===== config.mk =====
export PLATFORM = sky130hd
export DESIGN_NAME = csa_resolver
export DESIGN_NICKNAME = d
export VERILOG_FILES = /design/src/rtl/csa_resolver_pkg.sv /design/src/rtl/csa_resolver_chunk_adder.sv /design/src/rtl/csa_resolver.sv
export SDC_FILE = /design/constraint.sdc
export NUM_CORES = 1
export LEC_CHECK = 0
export BUFFER_PORTS_ARGS = -buffer_cell sky130_fd_sc_hd__buf_2
export CAP_MARGIN = 20
export CORE_ASPECT_RATIO = 0.7
export CORE_MARGIN = 2
export CORE_UTILIZATION = 40
export CTS_BUF_LIST = sky130_fd_sc_hd__clkbuf_8 sky130_fd_sc_hd__clkbuf_16
export CTS_CLUSTER_SIZE = 40
export DETAILED_ROUTE_END_ITERATION = 12
export PLACE_DENSITY = 0.73
export SYNTH_ARGS = -nofsm -noshare
export SYNTH_HDL_FRONTEND = slang
export SYNTH_SLANG_ARGS = --single-unit
export TNS_END_PERCENT = 1

===== constraint.sdc =====
create_clock -name clk -period 3.6 [get_ports clk]
set_input_delay 0.18 -clock clk [delete_from_list [all_inputs] [get_ports clk]]
set_output_delay 0.18 -clock clk [all_outputs]
set_load 0.01 [all_outputs]

===== src/rtl/csa_resolver_pkg.sv =====
// Shared types and elaboration helpers for the multi-cycle carry-save resolver.
// Optional build macro: CSA_RESOLVER_EARLY_DONE_EN (see csa_resolver.sv).
package csa_resolver_pkg;

  typedef enum logic [1:0] {
    IDLE = 2'd0,
    BUSY = 2'd1,
    DONE = 2'd2
  } state_t;

  function automatic int unsigned rw(input int unsigned width);
    return width + 2;
  endfunction

  function automatic int unsigned nchunk(input int unsigned width, input int unsigned chunk);
    return (chunk == 0) ? 1 : (rw(width) + chunk - 1) / chunk;
  endfunction

  // Counter width for the chunk index; never narrower than one bit.
  function automatic int unsigned idx_width(input int unsigned n);
    int unsigned w;
    w = 1;
    while ((1 << w) < n) w++;
    return w;
  endfunction

  function automatic bit cfg_ok(input int unsigned width, input int unsigned chunk,
                                input int unsigned approx_lsb);
    if (width < 1 || chunk < 1) return 1'b0;
    if (chunk > rw(width)) return 1'b0;
    if (approx_lsb > rw(width)) return 1'b0;
    return (approx_lsb % chunk) == 0;
  endfunction

endpackage


===== src/rtl/csa_resolver_chunk_adder.sv =====
// CHUNK-bit adder slice with an approximate mode (bitwise OR, carry killed).
module csa_chunk_adder #(
  parameter int unsigned CHUNK = 4
) (
  input  logic [CHUNK-1:0] a,
  input  logic [CHUNK-1:0] b,
  input  logic             cin,
  input  logic             approx,
  output logic [CHUNK-1:0] s,
  output logic             cout
);

  logic [CHUNK:0] full;

  always_comb begin
    full = {1'b0, a} + {1'b0, b} + {{CHUNK{1'b0}}, cin};
    if (approx) begin
      s    = a | b;
      cout = 1'b0;
    end else begin
      s    = full[CHUNK-1:0];
      cout = full[CHUNK];
    end
  end

endmodule


===== src/rtl/csa_resolver.sv =====
// Resolves a carry-save pair into sum + 2*carry, CHUNK bits per cycle.
// Build macro CSA_RESOLVER_EARLY_DONE_EN: finish as soon as the remaining chunks are all zero.
module csa_resolver
  import csa_resolver_pkg::*;
#(
  parameter int unsigned WIDTH      = 8,
  parameter int unsigned CHUNK      = 4,
  parameter int unsigned APPROX_LSB = 0
) (
  input  logic               clk,
  input  logic               rst_n,
  input  logic               in_valid,
  output logic               in_ready,
  input  logic [WIDTH-1:0]   sum_in,
  input  logic [WIDTH-1:0]   carry_in,
  output logic               out_valid,
  input  logic               out_ready,
  output logic [WIDTH+1:0]   result,
  output logic               busy
);

  localparam int unsigned RW      = rw(WIDTH);
  localparam int unsigned NCHUNK  = nchunk(WIDTH, CHUNK);
  localparam int unsigned NAPPROX = APPROX_LSB / CHUNK;
  localparam int unsigned KW      = idx_width(NCHUNK);
  localparam bit          CFG_OK  = cfg_ok(WIDTH, CHUNK, APPROX_LSB);

  if (!CFG_OK) begin : g_bad_cfg
    $error("csa_resolver: illegal WIDTH/CHUNK/APPROX_LSB combination");
  end

  state_t            state_q;
  logic [RW-1:0]     a_q;
  logic [RW-1:0]     b_q;
  logic [RW-1:0]     result_q;
  logic [KW-1:0]     k_q;
  logic              c_q;
  logic              busy_q;
  logic              out_valid_q;

  logic [CHUNK-1:0]  a_cur;
  logic [CHUNK-1:0]  b_cur;
  logic [CHUNK-1:0]  r;
  logic              cout;
  logic              approx;
  logic              last;
  logic              done_now;
  logic [RW-1:0]     result_d;

  // Chunk i of an RW-bit vector; bits past RW read as zero.
  function automatic logic [CHUNK-1:0] chunk_of(input logic [RW-1:0] v, input int unsigned i);
    logic [CHUNK-1:0] c;
    c = '0;
    for (int unsigned j = 0; j < CHUNK; j++) begin
      if (i * CHUNK + j < RW) c[j] = v[i*CHUNK+j];
    end
    return c;
  endfunction

  always_comb begin
    a_cur  = '0;
    b_cur  = '0;
    approx = 1'b0;
    last   = 1'b0;
    for (int unsigned i = 0; i < NCHUNK; i++) begin
      if (k_q == KW'(i)) begin
        a_cur  = chunk_of(a_q, i);
        b_cur  = chunk_of(b_q, i);
        approx = (i < NAPPROX);
        last   = (i == NCHUNK - 1);
      end
    end
  end

  csa_chunk_adder #(.CHUNK(CHUNK)) u_adder (
    .a      (a_cur),
    .b      (b_cur),
    .cin    (c_q),
    .approx (approx),
    .s      (r),
    .cout   (cout)
  );

  always_comb begin
    result_d = result_q;
    for (int unsigned i = 0; i < NCHUNK; i++) begin
      for (int unsigned j = 0; j < CHUNK; j++) begin
        if (k_q == KW'(i) && (i * CHUNK + j < RW)) result_d[i*CHUNK+j] = r[j];
      end
    end
  end

`ifdef CSA_RESOLVER_EARLY_DONE_EN
  logic hi_zero;

  // Nothing left to add once every higher chunk is zero and no carry escapes.
  always_comb begin
    hi_zero = 1'b1;
    for (int unsigned i = 0; i < NCHUNK; i++) begin
      if ((KW'(i) > k_q) && ((chunk_of(a_q, i) | chunk_of(b_q, i)) != '0)) hi_zero = 1'b0;
    end
    done_now = last || (hi_zero && !cout);
  end
`else
  always_comb begin
    done_now = last;
  end
`endif

  always_ff @(posedge clk or negedge rst_n) begin
    if (!rst_n) begin
      state_q     <= IDLE;
      a_q         <= '0;
      b_q         <= '0;
      result_q    <= '0;
      k_q         <= '0;
      c_q         <= 1'b0;
      busy_q      <= 1'b0;
      out_valid_q <= 1'b0;
    end else begin
      unique case (state_q)
        IDLE: begin
          if (in_valid) begin
            a_q      <= {2'b00, sum_in};
            b_q      <= {1'b0, carry_in, 1'b0};
            result_q <= '0;
            k_q      <= '0;
            c_q      <= 1'b0;
            busy_q   <= 1'b1;
            state_q  <= BUSY;
          end
        end
        BUSY: begin
          result_q <= result_d;
          c_q      <= cout;
          k_q      <= k_q + KW'(1);
          if (done_now) begin
            busy_q      <= 1'b0;
            out_valid_q <= 1'b1;
            state_q     <= DONE;
          end
        end
        DONE: begin
          if (out_ready) begin
            out_valid_q <= 1'b0;
            state_q     <= IDLE;
          end
        end
        default: begin
          busy_q      <= 1'b0;
          out_valid_q <= 1'b0;
          state_q     <= IDLE;
        end
      endcase
    end
  end

  assign in_ready  = (state_q == IDLE);
  assign out_valid = out_valid_q;
  assign busy      = busy_q;
  assign result    = result_q;

endmodule


==> results of run 1 <==
-- repair_timing --
action                     CTS  global route
setup buffers                0             0
setup endpoints to repair    0             0
hold buffers                 1             0
hold endpoints to repair    33             0
-- logic make-up (layout without fill, tap and decap cells) --
logic type / count (synthesis) / count (layout) / share of synthesized area
AO/OA/AOI/OAI: 33 / 33 / 0.135
flip-flops: 33 / 33 / 0.519
AND/OR/NAND/NOR: 32 / 32 / 0.0928
multiplexers: 18 / 18 / 0.127
buffers and inverters: 13 / 48 / 0.0433
adder cells (fa/ha/maj): 8 / 8 / 0.0724
XOR/XNOR: 2 / 2 / 0.0110
-- power by group through the flow --
stage / Sequential, mW / Combinational, mW / Clock, mW
after floorplan: 0.635 / 0.657 / 0
after global placement: 0.668 / 0.798 / 0
after detailed placement: 0.668 / 0.829 / 0
after CTS: 0.661 / 0.832 / 0.362
after global routing: 0.683 / 0.919 / 0.386
final: 0.658 / 0.823 / 0.356
-- metal layers --
metal | vias to the layer above | GRT usage
li1 | 551 | -
met1 | 564 | 0.204
met2 | 24 | 0.203
met3 | 5 | 0.0434
met4 | 0 | 0.0665
met5 | - | 0
-- Yosys cell counts (all sizes together), types with 2 or more instances --
cell type,count
inv,7
mux2,17
nor2,8
buf,5
ha,6
a22o,4
nor2b,3
xor2,2
o21ai,11
a22oi,5
dfrtp,33
a32o,2
fa,2
nand2,18
a21oi,7
-- worst max path at each step --
| stage | start | endpoint | slack, ns | cells after the start |
|---|---|---|---|---|
| 2_1_floorplan | k_q[0]$_DFFE_PN0P_ | result[9]$_DFFE_PN0P_ | 1.26 | 9 |
| 3_3_place_gp | k_q[1]$_DFFE_PN0P_ | result[9]$_DFFE_PN0P_ | 0.99 | 10 |
| 3_5_place_dp | k_q[1]$_DFFE_PN0P_ | result[9]$_DFFE_PN0P_ | 0.87 | 10 |
| 4_1_cts | k_q[1]$_DFFE_PN0P_ | result[9]$_DFFE_PN0P_ | 0.87 | 10 |
| 5_1_grt | k_q[1]$_DFFE_PN0P_ | result[9]$_DFFE_PN0P_ | 0.59 | 10 |
| 6_report | k_q[1]$_DFFE_PN0P_ | result[9]$_DFFE_PN0P_ | 0.86 | 10 |
-- critical path, cell delays in order, from the launching register on --
cell and delay (ns):
dfrtp_1 0.39, inv_1 0.08, ha_1 0.41, nor2b_1 0.20, a22oi_1 0.19, nor2_1 0.08
fa_1 0.43, inv_1 0.08, fa_1 0.45, o31ai_1 0.21, a22o_1 0.15
-- flip-flops by register name, summed over array words and instances (netlist names) --
signal	cells
result	10
a_q	8
b_q	8
k_q	2
state_q	2
busy	1
c_q	1
out_valid	1
-- final cells by class --
type	count	area (um^2)	share of cell area
Timing Repair Buffer	33	170	0.0896
Inverter	7	26.3	0.0138
Clock buffer	6	82.6	0.0435
Sequential cell	33	826	0.435
Tap cell	52	65.1	0.0343
Clock inverter	2	33.8	0.0178
Multi-Input combinational cell	93	696	0.366
-- stage by stage --
step           utilization  hold WS, ns  instance area [um^2]  worst slack (ns)  power (mW)
6_report             0.490        0.121                  1900             0.858        1.84
5_1_grt              0.490        0.116                  1900             0.588        1.99
4_1_cts              0.490        0.118                  1900             0.874        1.85
3_5_place_dp         0.458        0.280                  1770             0.873        1.50
3_3_place_gp         0.458        0.273                  1770             0.993        1.47
2_1_floorplan            -       -0.116                  1590              1.26        1.29
==> metrics.md, run 1 <==
| Metric | Value |
|---|---|
| Status | complete, no violations |
| Crit. End Element | flop |
| Synth top area share | 0.519 |
| Metal3 WL | roughly 120 um |
| TritonCTS Sinks | 33 |
| Vias | around 1,100 |
| Post-CTS sizing | 0 |
| Routed WL | between 2 and 3 mm |
| F_max | approximately 360 MHz |
| CTS root buf | clkbuf_8 |
| Max IR drop VDD | ~0.38 mV |
| 1st-iter DRT viols | between 40 and 50 |
| Die H | between 50 and 60 um |
| Worst-Margin Slew | around 0.84 ns |
| Die span in x | between 70 and 80 um |
| Clock Tree Buf Depth | 2 |
| Layout cells sized above 1 | 0.328 |
| # rows | 19 |
| Tcrit/Tclk final | 0.762 |
| Clock latency on the worst-skew pair | roughly 0.29 ns |
| Setup CP Type | reg -> reg |
| TritonRoute pass-1 iters | 4 |
| Count of final setup violators | 0 |
| GRT Residual Overflow | 0 |
| Seq pwr share | 0.358 |
| Setup TNS | 0 ns |
| First-pass GRT wire length | roughly 4.9 mm |
| Drt wl/cell | ~13 um |
| DR top layer | met4 |
| Hold path depth | 2 |
| Final non-filler cell total | ~230 |
| Data required, critical path | 3.83 ns |
| Most used DFF post-synth | dfrtp_1 |
| Reg2reg start | k_q[1]$_DFFE_PN0P_ |
| IO Count | 33 |
| Synthesized instance count | between 100 and 150 |
| Crit path time final | between 2 and 3 ns |
| Flop2flop setup slack | 0.86 ns |
| Gr usage total | 0.144 |
| Synth-to-layout area growth | 19.4% |
| Power per cell area | about 970 mW/mm^2 |
| Starting density of the core | 0.410 |
| Initial antenna violation count | 0 |
| Hold path startpoint | carry_in[1] |
| Ys async rst share | 1.00 |
| Clock share of power | 0.194 |
| Placed Cells | ~220 |
| Seq/Total Area, Yosys | 0.519 |
| DR vias/cell | ~5.1 |
| Hold Path Class | in -> reg |
| Switch Pwr | 0.698 mW |
| Filler instances | around 350 |
| Cell variety after synth | 27 |
| Clock skew | ~0.0095 ns |
| Number of global-route vias before repair | ~1,100 |
| Most common cell after layout, fill and taps aside | dfrtp_1 |
| Logic pwr share | 0.448 |
| Die area | between 0.004 and 0.005 mm^2 |
| ANT nets after route | 0 |
| Max H-tree Level | 2 |
| Pleak | between 0.9 and 1 nW |
| Syn nets | ~170 |
| Worst endpoint data arrival time | slightly below 3 ns |
| Syn avg cell area | around 11 um^2 |
| Final Hold Vio Count | 0 |
| Clk slew on worst S/H paths | roughly 0.070 ns |
| Largest net degree at the start of global routing | 34 |
| CTS tree | built |
| Metal2 WL | ~1.3 mm |
| CTS Buf Count | 5 |
| Number of synthesis warnings | 0 |
| Nets | 201 |
| Antenna cells | 0 |
| Post-synth EDFFs | 0 |
| Reg-to-Reg End | result[9]$_DFFE_PN0P_ |
| Commonest cells after routing, fill and taps aside | 33 x dfrtp_1, 32 x buf_2, 18 x nand2_1 |
| Hold path endpoint | b_q[2]$_DFFE_PN0P_ |
| GPL Wtd Cong | ~0.84 |
| Max-Cap Viols | 0 |
| DP Wirelength | around 2.1 mm |
| Critical path launch point type | flop |
| Area leader, netlist | dfrtp_1 |
| Crit Path Max Fanout | 13 |
| Metal-1 WL | 1.47 mm |
| # DRC | 0 |
| Register bit total from synthesis | 33 |
| PortBufs | 32 |
| Core region area | 0.00387 mm^2 |
| Switching share of total power | 0.380 |
| Internal power component | ~1.1 mW |
| Slew HR | 0.438 |
| RSZ-0062 raised after global routing | no |
| Fin. max-slew vios | 0 |
| Synth top area cells | dfrtp_1 52%, mux2_2 12%, ha_1 4.7% |
| Area of the mapped netlist | between 0.0015 and 0.002 mm^2 |
| R2R depth | 10 |
(Power assumes the default switching activity.)
==> run 2, diff against run 1 <==
- ABC_AREA: unset -> 1
- PLACE_DENSITY: 0.73 -> 0.76
- clock period: 3.6 -> 2.3 ns (I/O delays scaled with it)
==> run 2 against run 1 <==
  * Via count increased by 19%
  * Sequential power increased by 52%
  * Combinational power increased by 85%
  * Flip-flop and latch count unchanged
  * Fmax increased by 21%
  * Synthesized cell count increased by 37%
  * Wire length increased by 16%
  * Count of clock-buffer cells in the layout decreased by 1
  * Non-clock buffer count increased by 10
  * Critical path depth unchanged
  * Sequential share of layout area decreased by 2.7 points
  * Synthesized area increased by 1.4%
==> metrics.md, run 2 <==
| Metric | Value |
|---|---|
| # rows | 19 (unchanged) |
| Syn avg cell area | 8.49 um^2 (-26%) |
| DR top layer | met4 |
| Die area | 0.00456 mm^2 (+1.3%) |
| Core region area | 0.00390 mm^2 (+0.61%) |
| Critical path launch point type | flop |
| First-pass GRT wire length | 5.71 mm (+16%) |
| Number of global-route vias before repair | 1,300 (+24%) |
| Crit Path Max Fanout | 4 (-9) |
| Drt wl/cell | 11.8 um (-8.9%) |
| Metal2 WL | 1.49 mm (+17%) |
| Max IR drop VDD | 0.587 mV (+57%) |
| Logic pwr share | 0.518 (+0.070) |
| Crit. End Element | flop |
| Clock latency on the worst-skew pair | 0.28 ns (about the same) |
| Cell variety after synth | 27 (unchanged) |
| Largest net degree at the start of global routing | 34 (unchanged) |
| Syn nets | 218 (+31%) |
| Synth-to-layout area growth | 25.6% |
| Area of the mapped netlist | 0.00161 mm^2 (+1.4%) |
| Leading cell type by number of instances after synthesis | nand2_1 |
| # DRC | 0 (unchanged) |
| Largest register FFs | 10 (unchanged) |
| Fin. max-slew vios | 0 (unchanged) |
| TritonCTS Sinks | 33 (unchanged) |
| Area leader, netlist | dfrtp_1 |
| Layout cells sized above 1 | 0.318 (-0.00979) |
| Gr usage total | 0.164 (+0.0200) |
| Synthesized instance count | 190 (+37%) |
| Crit path time final | 2.26 ns (-0.481 ns) |
| RSZ-0062 raised after global routing | yes |
| TritonRoute pass-1 iters | 4 (unchanged) |
| Die H | 57.1 um (+0.65%) |
| Initial antenna violation count | 0 (unchanged) |
| Register bit total from synthesis | 33 (unchanged) |
| CTS Buf Count | 5 (unchanged) |
| Hold Path Class | in -> reg |
| Pleak | 1.10 nW (+22%) |
| Clock Tree Buf Depth | 2 (unchanged) |
| 1st-iter DRT viols | 49 (+4.3%) |
| DP Wirelength | 2.46 mm (+15%) |
| Starting density of the core | 0.414 (+0.00327) |
| GRT Residual Overflow | 0 (unchanged) |
| Flop2flop setup slack | 0.04 ns (-0.82 ns) |
| DR vias/cell | 4.71 (-6.9%) |
| Clock share of power | 0.140 (-0.054) |
| Tcrit/Tclk final | 0.983 (+0.221) |
| Max H-tree Level | 2 (unchanged) |
| Filler instances | 387 (+9.9%) |
| Cell-by-cell trace of the critical path | buf_6 > ha_4 > buf_6 > nand3_1 > nand2_1 > fa_2 > inv_2 > fa_2 > or2_4 > o21ai_2 |
| Clock skew | 0.00366 ns (-0.00587 ns) |
| Worst endpoint data arrival time | 2.48 ns (-0.49 ns) |
| Setup ws final | 0.0393 ns (-0.819 ns) |
| Antenna cells | 0 (unchanged) |
| CTS tree | built |
| Worst hold slack | 0.0237 ns (-0.0978 ns) |
| Metal3 WL | 153 um (+30%) |
| Vias | 1,357 (+19%) |
| Nets | 263 (+31%) |
| Post-synth EDFFs | 0 (unchanged) |
| Routed WL | 3.39 mm (+16%) |
| PortBufs | 32 (unchanged) |
| Commonest cells in the netlist | 76 x nand2_1, 33 x dfrtp_1, 14 x nor2_1, 13 x inv_1, 7 x a22oi_1 |
| Number of synthesis warnings | 0 (unchanged) |
| Count of final setup violators | 0 (unchanged) |
| Die span in x | 79.9 um (+0.67%) |
| Most common cell after layout, fill and taps aside | nand2_1 |
| Slew HR | 0.523 (+0.0851) |
| Max-Cap Viols | 0 (unchanged) |
| Switching share of total power | 0.434 (+0.0541) |
| Data required, critical path | 2.52 ns (-1.31 ns) |
| Crit-path slowest cell | fa_2 |
| Power per cell area | 1450 mW/mm^2 (+50%) |
| Setup CP Type | reg -> reg |
| Internal power component | 1.66 mW (+46%) |
| Status | complete, no violations |
| Metal-1 WL | 1.69 mm (+15%) |
| CP peak stage delay | 0.41 ns (-0.04 ns) |
| GPL Wtd Cong | 0.864 (+3.3%) |
| Most used DFF post-synth | dfrtp_1 |
| Synth top area share | 0.512 (-0.00725) |
| Synth top area cells | dfrtp_1 51%, nand2_1 18%, ha_1 4.7% |
| ANT nets after route | 0 (unchanged) |
| Pre-CTS setup slack | -0.112 ns (-0.985 ns) |
| Seq pwr share | 0.343 (-0.015) |
| Worst-Margin Slew | 0.716 ns (-0.127 ns) |
| IO Count | 33 (unchanged) |
| Commonest cells after routing, fill and taps aside | 76 x nand2_1, 33 x dfrtp_1, 32 x buf_2 |
| CTS root buf | clkbuf_8 |
| Clk slew on worst S/H paths | 0.07 ns (about the same) |
| Seq/Total Area, Yosys | 0.512 (-0.00725) |
| Final Hold Vio Count | 0 (unchanged) |
| Ys async rst share | 1.00 (unchanged) |
| F_max | 442 MHz (+21%) |
| Switch Pwr | 1.27 mW (+82%) |
==> run 2: per-stage QoR <==
stage          instance area [um^2]  power (mW)  std cells   util  setup TNS [ns]
5_1_grt                        2030        3.21        288  0.520          -0.170
6_report                       2030        2.93        288  0.520               0
3_3_place_gp                   1840        2.30        275  0.473               0
2_1_floorplan                  1620        1.96        190      -               0
3_5_place_dp                   1840        2.36        275  0.473          -0.330
4_1_cts                        1980        2.86        285  0.507               0
==> run 2: routing by layer <==
| metal | GRT usage | vias up |
|---|---|---|
| met1 | 0.224 | 637 |
| met2 | 0.250 | 27 |
| met4 | 0.0654 | 0 |
| met5 | 0 | - |
| met3 | 0.0475 | 7 |
| li1 | - | 686 |
==> run 2: path summary, 6_finish.rpt <==
| kind | start | end | cells after the start |
|---|---|---|---|
| min reg2reg | result[6]$_DFFE_PN0P_ | result[6]$_DFFE_PN0P_ | 2 |
| max in group asynchronous | rst_n | b_q[1]$_DFFE_PN0P_ | 2 |
| min | sum_in[6] | a_q[6]$_DFFE_PN0P_ | 3 |
| min in group asynchronous | rst_n | state_q[0]$_DFFE_PN0P_ | 2 |
| max reg2reg | k_q[0]$_DFFE_PN0P_ | result[5]$_DFFE_PN0P_ | 10 |
| max | k_q[0]$_DFFE_PN0P_ | result[5]$_DFFE_PN0P_ | 10 |
==> run 2: cells by family (layout without fill, tap and decap cells) <==
kind of cell               Yosys count  after routing  share of synthesized area
DFF                                 33             33                      0.512
AOI/OAI and AO/OA                   23             23                     0.0877
buffers and inverters               22             68                     0.0636
and+or+nand+nor                    104            104                      0.265
adders and majority gates            8              8                     0.0714
==> run 2: area by class of cell <==
class                           count  area, um^2  area share
Clock buffer                        5        68.8      0.0340
Tap cell                           52        65.1      0.0321
Inverter                           17        63.8      0.0315
Timing Repair Buffer               43         256       0.127
Sequential cell                    33         826       0.408
Clock inverter                      3        13.8     0.00679
Multi-Input combinational cell    135         732       0.361
==> run 2: timing repair <==
action | 4_1_cts | 5_1_grt
hold buffers | 1 | 0
endpoints found under the setup margin | 4 | 6
setup buffers | 1 | 3
pin swaps | 3 | 3
cloned | 0 | 0
gates resized for setup | 9 | 11
hold endpoints to repair | 33 | 0
==> run 2: critical path: cells and delay by family (launching register included) <==
kind / cells / cell delay, ns
flip-flops: 1 / 0.40
AND/OR/NAND/NOR: 3 / 0.40
AO/OA/AOI/OAI: 1 / 0.13
adder cells (fa/ha/maj): 3 / 0.95
buffers and inverters: 3 / 0.30
==> run 2: power groups by stage <==
stage	registers [mW]	clock network [mW]	logic [mW]
floorplan	1.02	0	0.943
global placement	1.00	0	1.30
detailed placement	1.01	0	1.35
CTS	1.00	0.420	1.44
global route	1.03	0.448	1.72
finish	1.00	0.409	1.52
